### src/rtl/fp_mult_pipe.sv
// fp_mult_pipe: pipelined IEEE-754-style floating-point multiplier.
// Three registered stages (classify/multiply, normalise, round/pack) behind a
// valid/ready handshake. The whole pipe advances together, and bubbles are kept.
// Optional status accumulator: define FP_MULT_PIPE_STATUS_ACC_EN to add the
// clr_acc input and status_acc output.
// status = {zero, inf, nan, tiny, huge, inexact, 0, 0}

module fp_mult_pipe #(
   parameter int EXP_W = 8,
   parameter int MAN_W = 23
) (
   input  logic                   clk,
   input  logic                   rst,
   input  logic                   in_valid,
   output logic                   in_ready,
   input  logic [EXP_W+MAN_W:0]   a,
   input  logic [EXP_W+MAN_W:0]   b,
   input  logic [2:0]             rnd,
   output logic                   out_valid,
   input  logic                   out_ready,
   output logic [EXP_W+MAN_W:0]   z,
   output logic [7:0]             status
`ifdef FP_MULT_PIPE_STATUS_ACC_EN
   ,
   input  logic                   clr_acc,
   output logic [7:0]             status_acc
`endif
);

   localparam int SW = MAN_W + 1;
   localparam int PW = 2 * SW;
   localparam int EW = EXP_W + 2;
   localparam int BIAS_I = (1 << (EXP_W - 1)) - 1;
   localparam int EXP_MAX_I = (1 << EXP_W) - 1;
   localparam logic signed [EW-1:0] BIAS = EW'(BIAS_I);
   localparam logic signed [EW-1:0] EXP_MAX = EW'(EXP_MAX_I);

   typedef enum logic [2:0] {
      RND_RNE = 3'd0,
      RND_RTZ = 3'd1,
      RND_RUP = 3'd2,
      RND_RDN = 3'd3,
      RND_RMM = 3'd4,
      RND_RAZ = 3'd5
   } rnd_mode_t;

   logic advance;

   // operand fields and stage-1 combinational results
   logic                   a_sign, b_sign;
   logic [EXP_W-1:0]       a_exp, b_exp;
   logic [MAN_W-1:0]       a_man, b_man;
   logic                   a_zero, b_zero, a_inf, b_inf, a_nan, b_nan;
   logic [SW-1:0]          sig_a, sig_b;
   logic [PW-1:0]          prod_c;
   logic signed [EW-1:0]   exp_c;
   logic                   nan_c, inf_c, zero_c;
   rnd_mode_t              mode_c;

   // stage-1 registers
   logic                   s1_valid, s1_sign, s1_nan, s1_inf, s1_zero;
   logic signed [EW-1:0]   s1_exp;
   logic [PW-1:0]          s1_prod;
   rnd_mode_t              s1_mode;

   // stage-2 combinational results
   logic signed [EW-1:0]   exp_n;
   logic [MAN_W-1:0]       man_n;
   logic                   guard_n, sticky_n;

   // stage-2 registers
   logic                   s2_valid, s2_sign, s2_nan, s2_inf, s2_zero;
   logic signed [EW-1:0]   s2_exp;
   logic [MAN_W-1:0]       s2_man;
   logic                   s2_guard, s2_sticky;
   rnd_mode_t              s2_mode;

   // stage-3 combinational results
   logic                   inc, to_inf, to_min, ovf, uf, gs;
   logic [SW-1:0]          man_r;
   logic signed [EW-1:0]   exp_r;
   logic                   f_zero, f_inf, f_nan, f_tiny, f_huge, f_inx;
   logic [EXP_W+MAN_W:0]   z_n;

   assign advance  = !out_valid | out_ready;
   assign in_ready = advance;

   assign {a_sign, a_exp, a_man} = a;
   assign {b_sign, b_exp, b_man} = b;

   // Classify operands (subnormals flush to zero), form biased exponent and full product
   always_comb begin
      a_zero = (a_exp == '0);
      b_zero = (b_exp == '0);
      a_inf  = (a_exp == '1) && (a_man == '0);
      b_inf  = (b_exp == '1) && (b_man == '0);
      a_nan  = (a_exp == '1) && (a_man != '0);
      b_nan  = (b_exp == '1) && (b_man != '0);
      sig_a  = a_zero ? '0 : {1'b1, a_man};
      sig_b  = b_zero ? '0 : {1'b1, b_man};
      prod_c = {{SW{1'b0}}, sig_a} * {{SW{1'b0}}, sig_b};
      exp_c  = $signed({2'b00, a_exp}) + $signed({2'b00, b_exp}) - BIAS;
      nan_c  = a_nan | b_nan | (a_inf & b_zero) | (b_inf & a_zero);
      inf_c  = !nan_c & (a_inf | b_inf);
      zero_c = !nan_c & !inf_c & (a_zero | b_zero);
      mode_c = (rnd > 3'd5) ? RND_RNE : rnd_mode_t'(rnd);
   end

   // Stage 1 register: capture classification, exponent and raw product
   always_ff @(posedge clk) begin
      if (rst) begin
         s1_valid <= 1'b0;
         s1_sign  <= 1'b0;
         s1_nan   <= 1'b0;
         s1_inf   <= 1'b0;
         s1_zero  <= 1'b0;
         s1_exp   <= '0;
         s1_prod  <= '0;
         s1_mode  <= RND_RNE;
      end else if (advance) begin
         s1_valid <= in_valid;
         s1_sign  <= a_sign ^ b_sign;
         s1_nan   <= nan_c;
         s1_inf   <= inf_c;
         s1_zero  <= zero_c;
         s1_exp   <= exp_c;
         s1_prod  <= prod_c;
         s1_mode  <= mode_c;
      end
   end

   // Normalise the product into [1,2) and split off guard and sticky bits
   always_comb begin
      if (s1_prod[PW-1]) begin
         exp_n    = s1_exp + EW'(1);
         man_n    = s1_prod[PW-2 -: MAN_W];
         guard_n  = s1_prod[PW-2-MAN_W];
         sticky_n = |s1_prod[PW-3-MAN_W:0];
      end else begin
         exp_n    = s1_exp;
         man_n    = s1_prod[PW-3 -: MAN_W];
         guard_n  = s1_prod[PW-3-MAN_W];
         sticky_n = |s1_prod[PW-4-MAN_W:0];
      end
   end

   // Stage 2 register: normalised mantissa with rounding information
   always_ff @(posedge clk) begin
      if (rst) begin
         s2_valid  <= 1'b0;
         s2_sign   <= 1'b0;
         s2_nan    <= 1'b0;
         s2_inf    <= 1'b0;
         s2_zero   <= 1'b0;
         s2_exp    <= '0;
         s2_man    <= '0;
         s2_guard  <= 1'b0;
         s2_sticky <= 1'b0;
         s2_mode   <= RND_RNE;
      end else if (advance) begin
         s2_valid  <= s1_valid;
         s2_sign   <= s1_sign;
         s2_nan    <= s1_nan;
         s2_inf    <= s1_inf;
         s2_zero   <= s1_zero;
         s2_exp    <= exp_n;
         s2_man    <= man_n;
         s2_guard  <= guard_n;
         s2_sticky <= sticky_n;
         s2_mode   <= s1_mode;
      end
   end

   // Round, renormalise on carry, saturate on over/underflow, then apply exception overrides
   always_comb begin
      gs = s2_guard | s2_sticky;
      case (s2_mode)
         RND_RNE: inc = s2_guard & (s2_sticky | s2_man[0]);
         RND_RTZ: inc = 1'b0;
         RND_RUP: inc = !s2_sign & gs;
         RND_RDN: inc = s2_sign & gs;
         RND_RMM: inc = s2_guard;
         RND_RAZ: inc = gs;
         default: inc = 1'b0;
      endcase
      case (s2_mode)
         RND_RTZ: to_inf = 1'b0;
         RND_RUP: to_inf = !s2_sign;
         RND_RDN: to_inf = s2_sign;
         default: to_inf = 1'b1;
      endcase
      case (s2_mode)
         RND_RAZ: to_min = 1'b1;
         RND_RUP: to_min = !s2_sign;
         RND_RDN: to_min = s2_sign;
         default: to_min = 1'b0;
      endcase

      man_r = {1'b0, s2_man} + {{MAN_W{1'b0}}, inc};
      exp_r = s2_exp + $signed({{(EW-1){1'b0}}, man_r[MAN_W]});
      ovf   = !exp_r[EW-1] && (exp_r >= EXP_MAX);
      uf    = exp_r[EW-1] || (exp_r == '0);

      z_n    = {s2_sign, exp_r[EXP_W-1:0], man_r[MAN_W-1:0]};
      f_zero = 1'b0;
      f_inf  = 1'b0;
      f_nan  = 1'b0;
      f_tiny = 1'b0;
      f_huge = 1'b0;
      f_inx  = gs;

      if (s2_nan) begin
         z_n   = {1'b0, {EXP_W{1'b1}}, 1'b1, {(MAN_W-1){1'b0}}};
         f_nan = 1'b1;
         f_inx = 1'b0;
      end else if (s2_inf) begin
         z_n   = {s2_sign, {EXP_W{1'b1}}, {MAN_W{1'b0}}};
         f_inf = 1'b1;
         f_inx = 1'b0;
      end else if (s2_zero) begin
         z_n    = {s2_sign, {(EXP_W+MAN_W){1'b0}}};
         f_zero = 1'b1;
         f_inx  = 1'b0;
      end else if (ovf) begin
         f_huge = 1'b1;
         f_inx  = 1'b1;
         if (to_inf) begin
            z_n   = {s2_sign, {EXP_W{1'b1}}, {MAN_W{1'b0}}};
            f_inf = 1'b1;
         end else begin
            z_n = {s2_sign, {(EXP_W-1){1'b1}}, 1'b0, {MAN_W{1'b1}}};
         end
      end else if (uf) begin
         f_tiny = 1'b1;
         f_inx  = 1'b1;
         if (to_min) begin
            z_n = {s2_sign, {(EXP_W-1){1'b0}}, 1'b1, {MAN_W{1'b0}}};
         end else begin
            z_n    = {s2_sign, {(EXP_W+MAN_W){1'b0}}};
            f_zero = 1'b1;
         end
      end
   end

   // Output register: results only load when a valid op leaves stage 2, so z holds under backpressure
   always_ff @(posedge clk) begin
      if (rst) begin
         out_valid <= 1'b0;
         z         <= '0;
         status    <= '0;
      end else if (advance) begin
         out_valid <= s2_valid;
         if (s2_valid) begin
            z      <= z_n;
            status <= {f_zero, f_inf, f_nan, f_tiny, f_huge, f_inx, 2'b00};
         end
      end
   end

`ifdef FP_MULT_PIPE_STATUS_ACC_EN
   // Sticky status accumulator over transferred results; clear beats a same-cycle update
   always_ff @(posedge clk) begin
      if (rst) begin
         status_acc <= '0;
      end else if (clr_acc) begin
         status_acc <= '0;
      end else if (out_valid && out_ready) begin
         status_acc <= status_acc | status;
      end
   end
`endif

endmodule

### config.mk
export PLATFORM = sky130hd
export DESIGN_NAME = fp_mult_pipe
export DESIGN_NICKNAME = d
export VERILOG_FILES = /design/src/rtl/fp_mult_pipe.sv
export SDC_FILE = /design/constraint.sdc
export NUM_CORES = 2
export LEC_CHECK = 0
export BUFFER_PORTS_ARGS = -buffer_cell sky130_fd_sc_hd__buf_2
export CAP_MARGIN = 10
export CORE_ASPECT_RATIO = 1.5
export CORE_MARGIN = 2
export CORE_UTILIZATION = 45
export DETAILED_ROUTE_END_ITERATION = 16
export HOLD_SLACK_MARGIN = 0.08
export SLEW_MARGIN = 40
export SYNTH_ARGS = -nofsm -noshare
export SYNTH_HDL_FRONTEND = slang
export SYNTH_SLANG_ARGS = --single-unit
### constraint.sdc
create_clock -name clk -period 11.55 [get_ports clk]
set_input_delay 2.31 -clock clk [delete_from_list [all_inputs] [get_ports clk]]
set_output_delay 2.31 -clock clk [all_outputs]
set_load 0.005 [all_outputs]
==> impl_results.md <==
* Run status: finished, final reports clean
* Syn Area/Cell at 8.54 µm²
* Starting Density at 45.5%
* DP Worst Slack at 0.908 ns
* Worst skew pair latency at 0.44 ns
* Net count, final at 3761
* Initial antenna violation count at 4
* Max Cap Violations at 0
* Core area at 57800 µm²
* Setup Buffers After CTS at 0
* Commonest non-fill, non-tap cell in the layout: inv_1
* CP peak stage delay at 0.63 ns
* Final setup fails at 0
* Hold Vio Cnt, Final at 0
* Most frequent cells in the layout: inv_1, fa_1, nand2_1, and3_1, ha_1
* H-Tree Depth at 4
* Vias at 21600
* Clock sinks at 148
* Total negative setup slack at 0 ns
* Pin count of the biggest net entering global routing at 105
* Post-synthesis sequential area ratio at 11.3%
* Final Instance Count excl. Fillers at 3799
* Critical path arrival at 10.59 ns
* Input/output buffers at 110
* Total gr overflow at 0
* P&R area growth vs syn at 5.84%
* Crit start category: input port
* Clk root buf: clkbuf_16
* Vias/cell at 5.69
* Die Width at 201 µm
* Crit-path slowest cell: o31ai_1
* Post-route DRC at 0
* GP Congestion at 0.957
* Resized cells post-CTS at 0
* Final Util at 48.1%
* EDFF count, synth at 0
* Crit-path max FO at 27
* Chip Height at 300 µm
* Hold Crit Class: flop to flop
* Top_reg_cell synth: dfxtp_1
* First-pass iteration count of the detailed router at 6
* Layout Skew at 0.0103 ns
* Max Clk Rate at 97.3 MHz
* Least-Margin Pin Slew at 0.779 ns
* RSZ-0062 raised after global routing: false
* Cells after DPL at 3764
* Num CTS Buffers at 17
* Num ports at 113
* Post-DRT Antenna Nets at 0
* Vias in the first global route at 23400
* Min Clock Period, post-route at 10.27 ns
* Row count at 108
* Hold buffer count at cts at 0
* CP Capture Type: flop
* CP required at 11.87 ns
* Drt total wl at 86500 µm
* DR iter-0 viols at 1567
* Crit-path most repeated cell: fa_1
* Layout cells sized above 1 at 6.44%
* WS Path Type: input port to flop
* Max-slew violation count at 0
* Clk pin slew, worst setup/hold paths at 0.07 ns
* Netlist cell types at 74
* Flops & latches, synth at 148
* Final WS setup at 1.28 ns
* HPWL after DPL at 67600 µm
* Normalized max-slew margin at 48.0%
* Post-Syn Instances at 3078
* Post-synthesis instance area at 26300 µm²
* First-pass GRT wire length at 136000 µm
* Total global-route track usage at 29.4%
* Ys async rst share at 0%
* Maximum buffer depth of the clock tree at 2
* CTS tree: done
* Die Area at 60400 µm²
* Wire per inst at 22.8 µm
* Yosys warning count at 0
* Final period util at 88.9%
==> per-stage QoR <==
stage / hold slack [ns] / area [µm²]
detailed placement: 0.446 / 27300
global route: 0.470 / 27800
finish: 0.455 / 27800
floorplan: 0.432 / 26300
global placement: 0.439 / 27200
CTS: 0.454 / 27800
==> kinds of logic (layout without fill, tap and decap cells) <==
group                    after synthesis  in the layout  synth area share [%]
flip-flops                           148            148                  11.3
AND/OR/NAND/NOR                      996            996                  18.7
adder cells (fa/ha/maj)              677            677                  46.0
buffers and inverters                801            748                  11.5
other                                  1              5                0.0143
AO/OA/AOI/OAI                        345            345                  8.74
XOR/XNOR                              80             80                  2.66
multiplexers                          30             30                  1.15
==> metal layers <==
layer	vias to the layer above	track usage, %	share of wire [%]
li1	9583	-	-
met1	10800	33.9	37
met2	913	53.0	50
met3	275	3.32	6.0
met4	0	16.7	6.7
met5	-	0	0
==> flip-flops by register name, summed over array words and instances (netlist names), 3 cells and up <==
signal / count
s2_mode: 3
s2_exp: 10
s1_mode: 3
s2_man: 23
s1_prod: 48
status: 6
z: 32
s1_exp: 10
==> layout make-up <==
cell class	count	area [µm²]
clock buffers	19	453
flip-flops and latches	148	2960
inverters	578	2170
multi-input cells	2130	20300
fillers	5727	30000
well taps	770	963
diodes	3	7.51
repair buffers	138	813
clock inverters	13	116
==> synthesized netlist by cell type, types with 4 or more instances <==
library cell  count  area share (%)
a211oi_1         46             1.3
a21o_1           35             1.0
a21oi_1         103             2.0
a22o_1           18            0.60
a22oi_1           8            0.23
a311oi_1          4            0.13
a31oi_1          13            0.31
and2_1           41            0.98
and3_1          281             6.7
buf_1            14            0.20
clkbuf_1        204             2.9
dfxtp_1         148              11
fa_1            483              37
ha_1            194             9.2
inv_1           577             8.2
mux2i_1          29             1.1
nand2_1         413             5.9
nand3_1          35            0.67
nand3b_1          8            0.23
nand4_1          25            0.59
nor2_1          110             1.6
nor2b_1           9            0.21
nor3_1           14            0.27
nor4_1           18            0.43
nor4b_1           4            0.13
o211ai_1          4            0.11
o21a_1            7            0.20
o21ai_0          55             1.0
o21bai_1          7            0.20
o221ai_1          5            0.17
o31ai_1           5            0.14
or3_1            14            0.33
or4_1             6            0.17
xnor2_1          38             1.3
xor2_1           42             1.4
==> final timing paths <==
kind / from / to / slack [ns] / depth (start not counted)
worst max-delay path: a[23] / s1_prod[44] / 1.28 / 28
worst min-delay path: s1_prod[12] / s1_prod[12] / 0.45 / 2
worst max register to register: s2_sticky / z[5] / 6.57 / 18
worst min register to register: s1_prod[12] / s1_prod[12] / 0.45 / 2
==> worst max-delay path, delay by kind of cell <==
kind / cells / cell delay [ns]
AOI/OAI and AO/OA: 5 / 1.30
and+or+nand+nor: 8 / 2.32
adders and majority gates: 8 / 3.91
buffers and inverters: 7 / 0.71
Power is not shown: default switching activity piles up to over one toggle a cycle in this logic, so the estimate is an artifact.
